$ cat config.mk
export PLATFORM = sky130hd
export DESIGN_NAME = serial_adder
export DESIGN_NICKNAME = d
export VERILOG_FILES = /design/src/rtl/serial_adder_pkg.sv /design/src/rtl/fa_cell.sv /design/src/rtl/serial_adder.sv
export SDC_FILE = /design/constraint.sdc
export NUM_CORES = 1
export LEC_CHECK = 0
export BUFFER_PORTS_ARGS = -buffer_cell sky130_fd_sc_hd__buf_2
export CORE_AREA = 2 2 61 63
export DETAILED_ROUTE_END_ITERATION = 12
export DIE_AREA = 0 0 63 65
export PLACE_DENSITY = 0.78
export REMOVE_ABC_BUFFERS = 1
export SYNTH_ARGS = -nofsm -noshare
export SYNTH_HDL_FRONTEND = slang
export SYNTH_HIERARCHICAL = 1
export SYNTH_SLANG_ARGS = --single-unit
$ cat constraint.sdc
create_clock -name clk -period 1.93 [get_ports clk]
set_input_delay 0.386 -clock clk [delete_from_list [all_inputs] [get_ports clk]]
set_output_delay 0.386 -clock clk [all_outputs]
set_load 0.005 [all_outputs]
$ cat src/rtl/serial_adder_pkg.sv
// serial_adder_pkg: state encoding and counter sizing shared by the serial adder.
package serial_adder_pkg;

   typedef enum logic [1:0] {
      IDLE = 2'd0,
      RUN  = 2'd1,
      DONE = 2'd2
   } state_t;

   function automatic int cnt_width(input int width);
      return (width > 2) ? $clog2(width) : 1;
   endfunction

endpackage

$ cat src/rtl/fa_cell.sv
// fa_cell: combinational one-bit full adder.
module fa_cell (
   input  logic a,
   input  logic b,
   input  logic cin,
   output logic s,
   output logic co
);

   assign s  = a ^ b ^ cin;
   assign co = (a & b) | (cin & (a ^ b));

endmodule

$ cat src/rtl/serial_adder.sv
// serial_adder: bit-serial add/subtract, one bit per clock LSB first, with start/done handshake.
module serial_adder
   import serial_adder_pkg::*;
#(
   parameter int WIDTH = 8
) (
   input  logic             clk,
   input  logic             rst,
   input  logic             start,
   input  logic [WIDTH-1:0] a,
   input  logic [WIDTH-1:0] b,
   input  logic             cin,
   input  logic             sub,
   output logic             busy,
   output logic             done,
   output logic [WIDTH-1:0] sum,
   output logic             cout,
   output logic             overflow
);

   localparam int            CW     = cnt_width(WIDTH);
   localparam logic [CW-1:0] LAST   = CW'(WIDTH - 1);
   localparam logic [CW-1:0] PENULT = CW'(WIDTH - 2);

   state_t           r_state, w_next;
   logic [WIDTH-1:0] r_op_a, r_op_b, r_shift, r_sum;
   logic [CW-1:0]    r_cnt;
   logic             r_carry, r_c_msb_in, r_cout, r_overflow;
   logic             w_s, w_co, w_last;

   fa_cell u_fa (
      .a  (r_op_a[0]),
      .b  (r_op_b[0]),
      .cin(r_carry),
      .s  (w_s),
      .co (w_co)
   );

   assign w_last   = r_cnt == LAST;
   assign busy     = r_state != IDLE;
   assign done     = r_state == DONE;
   assign sum      = r_sum;
   assign cout     = r_cout;
   assign overflow = r_overflow;

   always_ff @(posedge clk)
      if (rst) r_state <= IDLE;
      else     r_state <= w_next;

   always_comb begin
      w_next = r_state;
      case (r_state)
         IDLE:    w_next = start ? RUN : IDLE;
         RUN:     w_next = w_last ? DONE : RUN;
         default: w_next = IDLE;
      endcase
   end

   // Subtraction reuses the adder as a + ~b + ~cin; the inversion is folded in at load.
   always_ff @(posedge clk) begin
      if (rst) begin
         r_op_a     <= '0;
         r_op_b     <= '0;
         r_shift    <= '0;
         r_cnt      <= '0;
         r_carry    <= 1'b0;
         r_c_msb_in <= 1'b0;
         r_sum      <= '0;
         r_cout     <= 1'b0;
         r_overflow <= 1'b0;
      end else if (r_state == IDLE && start) begin
         r_op_a  <= a;
         r_op_b  <= sub ? ~b : b;
         r_carry <= cin ^ sub;
         r_cnt   <= '0;
      end else if (r_state == RUN) begin
         r_op_a  <= r_op_a >> 1;
         r_op_b  <= r_op_b >> 1;
         r_carry <= w_co;
         r_shift <= {w_s, r_shift[WIDTH-1:1]};
         if (!w_last) r_cnt <= r_cnt + 1'b1;
         if (r_cnt == PENULT) r_c_msb_in <= w_co;
         if (w_last) begin
            r_sum      <= {w_s, r_shift[WIDTH-1:1]};
            r_cout     <= w_co;
            r_overflow <= w_co ^ r_c_msb_in;
         end
      end
   end

endmodule

==> results.sh, run 1 <==
export IMPL_status="finished clean"
export IMPL_dp_cells=268
export IMPL_worst_slew_pin_slew_ps=1038
export IMPL_synthTopCellsByCount="40 x dfxtp_1, 33 x nand2_1, 24 x a21oi_1"
export IMPL_worst_setup_path_type="reg2out"
export IMPL_powerDensity_mw_per_mm2=817.8
export IMPL_startpoint_type="flop"
export IMPL_final_hold_viol_count=0
export IMPL_ys_flop_type="dfxtp_1"
export IMPL_synth_seq_cells=40
export IMPL_grt_pass1_wl_um=5520
export IMPL_htreeDepth=2
export IMPL_drive_gt1_share_pct=25.88
export IMPL_synth_top_cell_area_share_pct=44.44
export IMPL_setup_viol=0
export IMPL_drtIter0Drc=72
export IMPL_drtPass1Iterations=4
export IMPL_cts_buffers=5
export IMPL_synth_most_common_cell="dfxtp_1"
export IMPL_fin_cells=276
export IMPL_cts_sinks=40
export IMPL_synth_area_top_cells="dfxtp_1 44%, nand2_1 6.9%, a21oi_1 6.7%"
export IMPL_cts_hold_buf=0
export IMPL_endpoint_kind="output pin"
export IMPL_worstPathArrival_ps=1360
export IMPL_start_util_pct=51.54
export IMPL_wire_per_inst_um=11.68
export IMPL_slew_viol_final=0
export IMPL_dp_hpwl_um=2279
export IMPL_fin_crit_sh_pct=90.28
export IMPL_rows=22
export IMPL_cts_setup_buffers=0
export IMPL_n_fill_cell=333
export IMPL_ys_seq_area_share_pct=44.44
export IMPL_port_buffers=32
export IMPL_ys_types=32
export IMPL_ir_worst_vdd_v=0.0007120
export IMPL_die_x_um=63
export IMPL_grt_pass1_vias=1267
export IMPL_routed_wl_um=3225
export IMPL_vias=1428
export IMPL_die_h_um=65
export IMPL_crit_family="flip-flops"
export IMPL_seqCellArea_um2=800.8
export IMPL_crit_fanout=10
export IMPL_grt_setup_unrepaired="no"
export IMPL_slowest_stage="dfxtp_1"
export IMPL_finalClockSkew_ps=14.89
export IMPL_tns_ps=0
export IMPL_multi_input_area_um2=922.1
export IMPL_dpl_cell_area_mm2=0.001977
export IMPL_gp_congestion=0.7522
export IMPL_cts_repair_resize_count=0
export IMPL_drv_cap=0
export IMPL_period_minus_slack_ps=1742
export IMPL_critPathMaxStageDelay_ps=400
export IMPL_syn_to_final_growth_pct=14.72
export IMPL_cellLeakagePower_nw=0.8068
export IMPL_clock_path_buffers=2
export IMPL_avgViaCountPerCell=5.174
export IMPL_cts_tree="done"
export IMPL_fin_util_pct=59.13
export IMPL_ctsRootBufferMaster="clkbuf_4"
export IMPL_track_usage_pct=17.01
export IMPL_min_path_type="in2reg"
export IMPL_core_mm2=0.003496
export IMPL_required_ps=1540
export IMPL_syn_area_per_cell_um2=9.100
export IMPL_hold_ws_ps=279.8
export IMPL_gr_total_overflow=0
export IMPL_cp_cell_sequence="buf_4 -> or2_2 -> buf_2"
export IMPL_io_pins=33
export IMPL_ant_nets=0
export IMPL_fmax_mhz=573.9
export IMPL_fin_area_mm2=0.002067
export IMPL_antenna_cells=0
export IMPL_synthArstFlopShare_pct=0
export IMPL_drcViolationCount=0
export IMPL_synth_edff_count=0
export IMPL_yosys_warnings=6
export IMPL_nNetsFinal=252
export IMPL_synth_cells=198
export IMPL_slew_headroom_pct=30.68
export IMPL_fp_dieArea_mm2=0.004095
export IMPL_synth_area_mm2=0.001802
export IMPL_path_clk_slew_ps=110
export IMPL_clkLatencyLatePin_ps=360
export IMPL_antenna_found_initial=0
export IMPL_path_buf_inv=2
export IMPL_grt_max_degree=24
export IMPL_yosysTopAreaCell="dfxtp_1"
-- where the power goes --
part           switching, mW  total (mW)  internal (mW)
combinational          0.117       0.217          0.101
sequential            0.0213       0.885          0.863
clock                  0.278       0.588          0.310
total                  0.416        1.69           1.27
-- registers in the layout, summed over array words and instances (netlist names) --
| name | flops |
|---|---|
| cout | 1 |
| overflow | 1 |
| r_c_msb_in | 1 |
| r_carry | 1 |
| r_cnt | 3 |
| r_op_a | 8 |
| r_op_b | 8 |
| r_shift | 7 |
| r_state | 2 |
| sum | 8 |
-- layout make-up --
cell class / instances / share of cell area, %
Timing Repair Buffer: 36 / 9.201
Clock buffer: 6 / 2.482
Sequential cell: 40 / 38.74
Clock inverter: 2 / 1.877
Inverter: 1 / 0.1816
Multi-Input combinational cell: 143 / 44.61
Tap cell: 48 / 2.906
-- worst paths after layout --
kind | start | end | slack [ps] | depth (start not counted)
hold / removal | a[7] | r_op_a[7] | 280 | 3
setup reg to reg | r_state[1] | r_op_b[2] | 250 | 3
hold reg to reg | sum[6] | sum[6] | 460 | 2
setup / recovery | r_state[1] | busy | 190 | 3
-- logic make-up after synthesis --
group,count (synthesis),synth area share [%]
simple gates,80,22.99
compound gates,47,19.10
flops,40,44.44
buf+inv,15,4.374
xor+xnor,11,5.347
fa+ha+maj,4,3.195
mux,1,0.5556
-- worst min-delay path: cells and delay by family --
family / cells / cell delay (ps)
compound gates: 1 / 50
buf+inv: 1 / 80
simple gates: 1 / 80
-- layer usage --
layer | share of wire (%) | wire length, µm | track usage, %
met3 | 5.6 | 182 | 5.208
met2 | 47 | 1528 | 28.06
met1 | 46 | 1475 | 21.06
met4 | 1.2 | 38 | 5.833
met5 | 0 | 0 | 0
-- through the flow --
stage / setup WS, ps / power (mW)
3_5_place_dp: 228.1 / 1.121
3_3_place_gp: 262.4 / 1.116
2_1_floorplan: 241.4 / 1.042
4_1_cts: 178.1 / 1.698
5_1_grt: 51.79 / 1.772
6_report: 187.6 / 1.690
-- cell usage in the layout (no fill, tap or decap), types with 2 or more instances in the layout --
cell type,n
dfxtp_1,40
nand2_1,33
buf_2,32
a21oi_1,24
nor2_1,13
a22oi_1,10
xnor2_1,10
nand2b_1,9
nor3_1,9
o22ai_2,8
or3b_1,7
clkbuf_4,5
buf_4,4
ha_1,3
nor2b_1,2
(Power assumes the default switching activity.)
==> run 2, diff against run 1 <==
--- a/config.mk
+++ b/config.mk
@@ -6,9 +6,9 @@
 export NUM_CORES = 1
 export LEC_CHECK = 0
 export BUFFER_PORTS_ARGS = -buffer_cell sky130_fd_sc_hd__buf_2
-export CORE_AREA = 2 2 61 63
+export CORE_AREA = 3 3 62 64
 export DETAILED_ROUTE_END_ITERATION = 12
-export DIE_AREA = 0 0 63 65
+export DIE_AREA = 0 0 65 67
 export PLACE_DENSITY = 0.78
 export REMOVE_ABC_BUFFERS = 1
 export SYNTH_ARGS = -nofsm -noshare
==> run 2 against run 1 <==
Effect of this change: worst hold slack worse by 8.6 ps; worst setup slack worse by 29 ps; critical endpoint is now r_carry; maximum frequency fell by 1.6%; critical path type is now reg2reg; sequential share of layout area grew 0.28 points; power is 1.3% lower; global-route usage shrank 0.52 points; clock power down 3%; critical path depth did not move; combinational power down 2%; sequential cell count stayed put; count of clock-buffer cells in the layout decreased by 1.
==> results.sh, run 2 (synthesized netlist as in run 1, its figures left out) <==
export IMPL_drtPass1Iterations=4
export IMPL_drtIter0Drc=54
export IMPL_hp_start="a[7]"
export IMPL_setup_viol=0
export IMPL_dp_cells=265
export IMPL_cts_buffers=5
export IMPL_ff2ff_path_depth=3
export IMPL_worstPathArrival_ps=2060
export IMPL_crit_fanout=16
export IMPL_track_usage_pct=16.49
export IMPL_htreeDepth=2
export IMPL_io_pins=33
export IMPL_final_cell_mix="40 x dfxtp_1, 33 x nand2_1, 32 x buf_2"
export IMPL_endpoint_kind="flop"
export IMPL_ir_worst_vdd_v=0.0005896
export IMPL_slew_headroom_pct=29.34
export IMPL_cts_hold_buf=0
export IMPL_power_frac_seq_pct=53.0
export IMPL_cts_setup_buffers=0
export IMPL_die_h_um=67
export IMPL_antenna_found_initial=0
export IMPL_grt_max_degree=41
export IMPL_final_hold_viol_count=0
export IMPL_clkLatencyLatePin_ps=360
export IMPL_final_common_cell="dfxtp_1"
export IMPL_crit_start="r_state[1]"
export IMPL_fmax_mhz=564.6
export IMPL_vias=1386
export IMPL_combPwrFrac_pct=12.8
export IMPL_syn_to_final_growth_pct=13.89
export IMPL_top_layer="met4"
export IMPL_startpoint_type="flop"
export IMPL_core_mm2=0.003337
export IMPL_avgViaCountPerCell=5.077
export IMPL_drt_met1_wl_um=1532
export IMPL_dp_hpwl_um=2231
export IMPL_ant_nets=0
export IMPL_antenna_cells=0
export IMPL_status="finished clean"
export IMPL_routed_wl_um=3216
export IMPL_fin_cells=273
export IMPL_r2r_start="r_state[1]"
export IMPL_min_path_type="in2reg"
export IMPL_slowest_stage="nor2b_1"
export IMPL_grt_pass1_wl_um=5485
export IMPL_cts_repair_resize_count=0
export IMPL_cp_cell_sequence="nor2b_1 -> a22oi_1 -> o22ai_2"
export IMPL_cellLeakagePower_nw=0.7989
export IMPL_drv_cap=0
export IMPL_fin_crit_sh_pct=91.76
export IMPL_p_sw_share_pct=25.75
export IMPL_drcViolationCount=0
export IMPL_wl_met3_um=166
export IMPL_powerDensity_mw_per_mm2=813.5
export IMPL_port_buffers=32
export IMPL_cts_tree="done"
export IMPL_slew_viol_final=0
export IMPL_clock_path_buffers=2
export IMPL_wire_per_inst_um=11.78
export IMPL_rows=21
export IMPL_gr_total_overflow=0
export IMPL_p_switching_mw=0.4298
export IMPL_cts_sinks=40
export IMPL_intPower_mw=1.239
export IMPL_start_util_pct=53.99
export IMPL_worst_slew_pin_slew_ps=1058
export IMPL_ctsRootBufferMaster="clkbuf_4"
export IMPL_fp_dieArea_mm2=0.004355
export IMPL_critPathMaxStageDelay_ps=860
export IMPL_hold_ws_ps=271.1
export IMPL_worst_setup_path_type="reg2reg"
export IMPL_grt_setup_unrepaired="no"
export IMPL_finalClockSkew_ps=12.26
export IMPL_wl_met2_um=1462
export IMPL_period_minus_slack_ps=1771
export IMPL_drive_gt1_share_pct=25.55
export IMPL_gp_congestion=0.7536
export IMPL_die_x_um=65
export IMPL_required_ps=2220
export IMPL_power_share_clock_pct=34.2
export IMPL_grt_pass1_vias=1237
export IMPL_tns_ps=0
export IMPL_whs_path_depth=3
export IMPL_nNetsFinal=251
export IMPL_path_clk_slew_ps=130
==> run 2: worst paths after layout <==
| kind | to | slack (ps) |
|---|---|---|
| worst max-delay path | r_carry | 160 |
| worst min register to register | cout | 460 |
| worst min-delay path | r_op_a[7] | 270 |
| worst max register to register | r_carry | 160 |
==> run 2: critical path: cells and delay by family (launching register included) <==
family / cells / cell delay (ps)
AO/OA/AOI/OAI: 2 / 390
AND/OR/NAND/NOR: 1 / 860
flip-flops: 1 / 440
==> run 2: cell type report <==
type	count	area (µm²)
fill	320	1285
sequential	40	800.8
inverter	1	3.754
timing repair buffer	35	182.7
clock buffer	5	37.54
multi-input combinational	143	922.1
clock inverter	3	47.55
tap	46	57.56
==> run 2: power groups by stage <==
stage | registers [mW] | logic [mW] | clock network (mW)
2_1_floorplan | 0.905 | 0.137 | 0
3_3_place_gp | 0.903 | 0.210 | 0
3_5_place_dp | 0.903 | 0.215 | 0
4_1_cts | 0.884 | 0.216 | 0.585
5_1_grt | 0.890 | 0.240 | 0.636
6_report | 0.885 | 0.213 | 0.571
==> run 2: per-layer routing <==
metal	vias to the layer above	global-route usage, %
met5	-	0
met4	0	6.332
met3	5	6.071
met2	29	25.80
met1	621	20.58
li1	731	-
==> run 2: metrics by stage <==
| step | setup WS [ps] | total power, mW | instance area [µm²] | util (%) |
|---|---|---|---|---|
| 3_3_place_gp | 280.3 | 1.113 | 1967 | 58.94 |
| 2_1_floorplan | 241.4 | 1.042 | 1727 | - |
| 6_report | 158.9 | 1.669 | 2052 | 61.49 |
| 5_1_grt | 10.55 | 1.765 | 2052 | 61.49 |
| 4_1_cts | 142.5 | 1.685 | 2052 | 61.49 |
| 3_5_place_dp | 177.4 | 1.118 | 1967 | 58.94 |
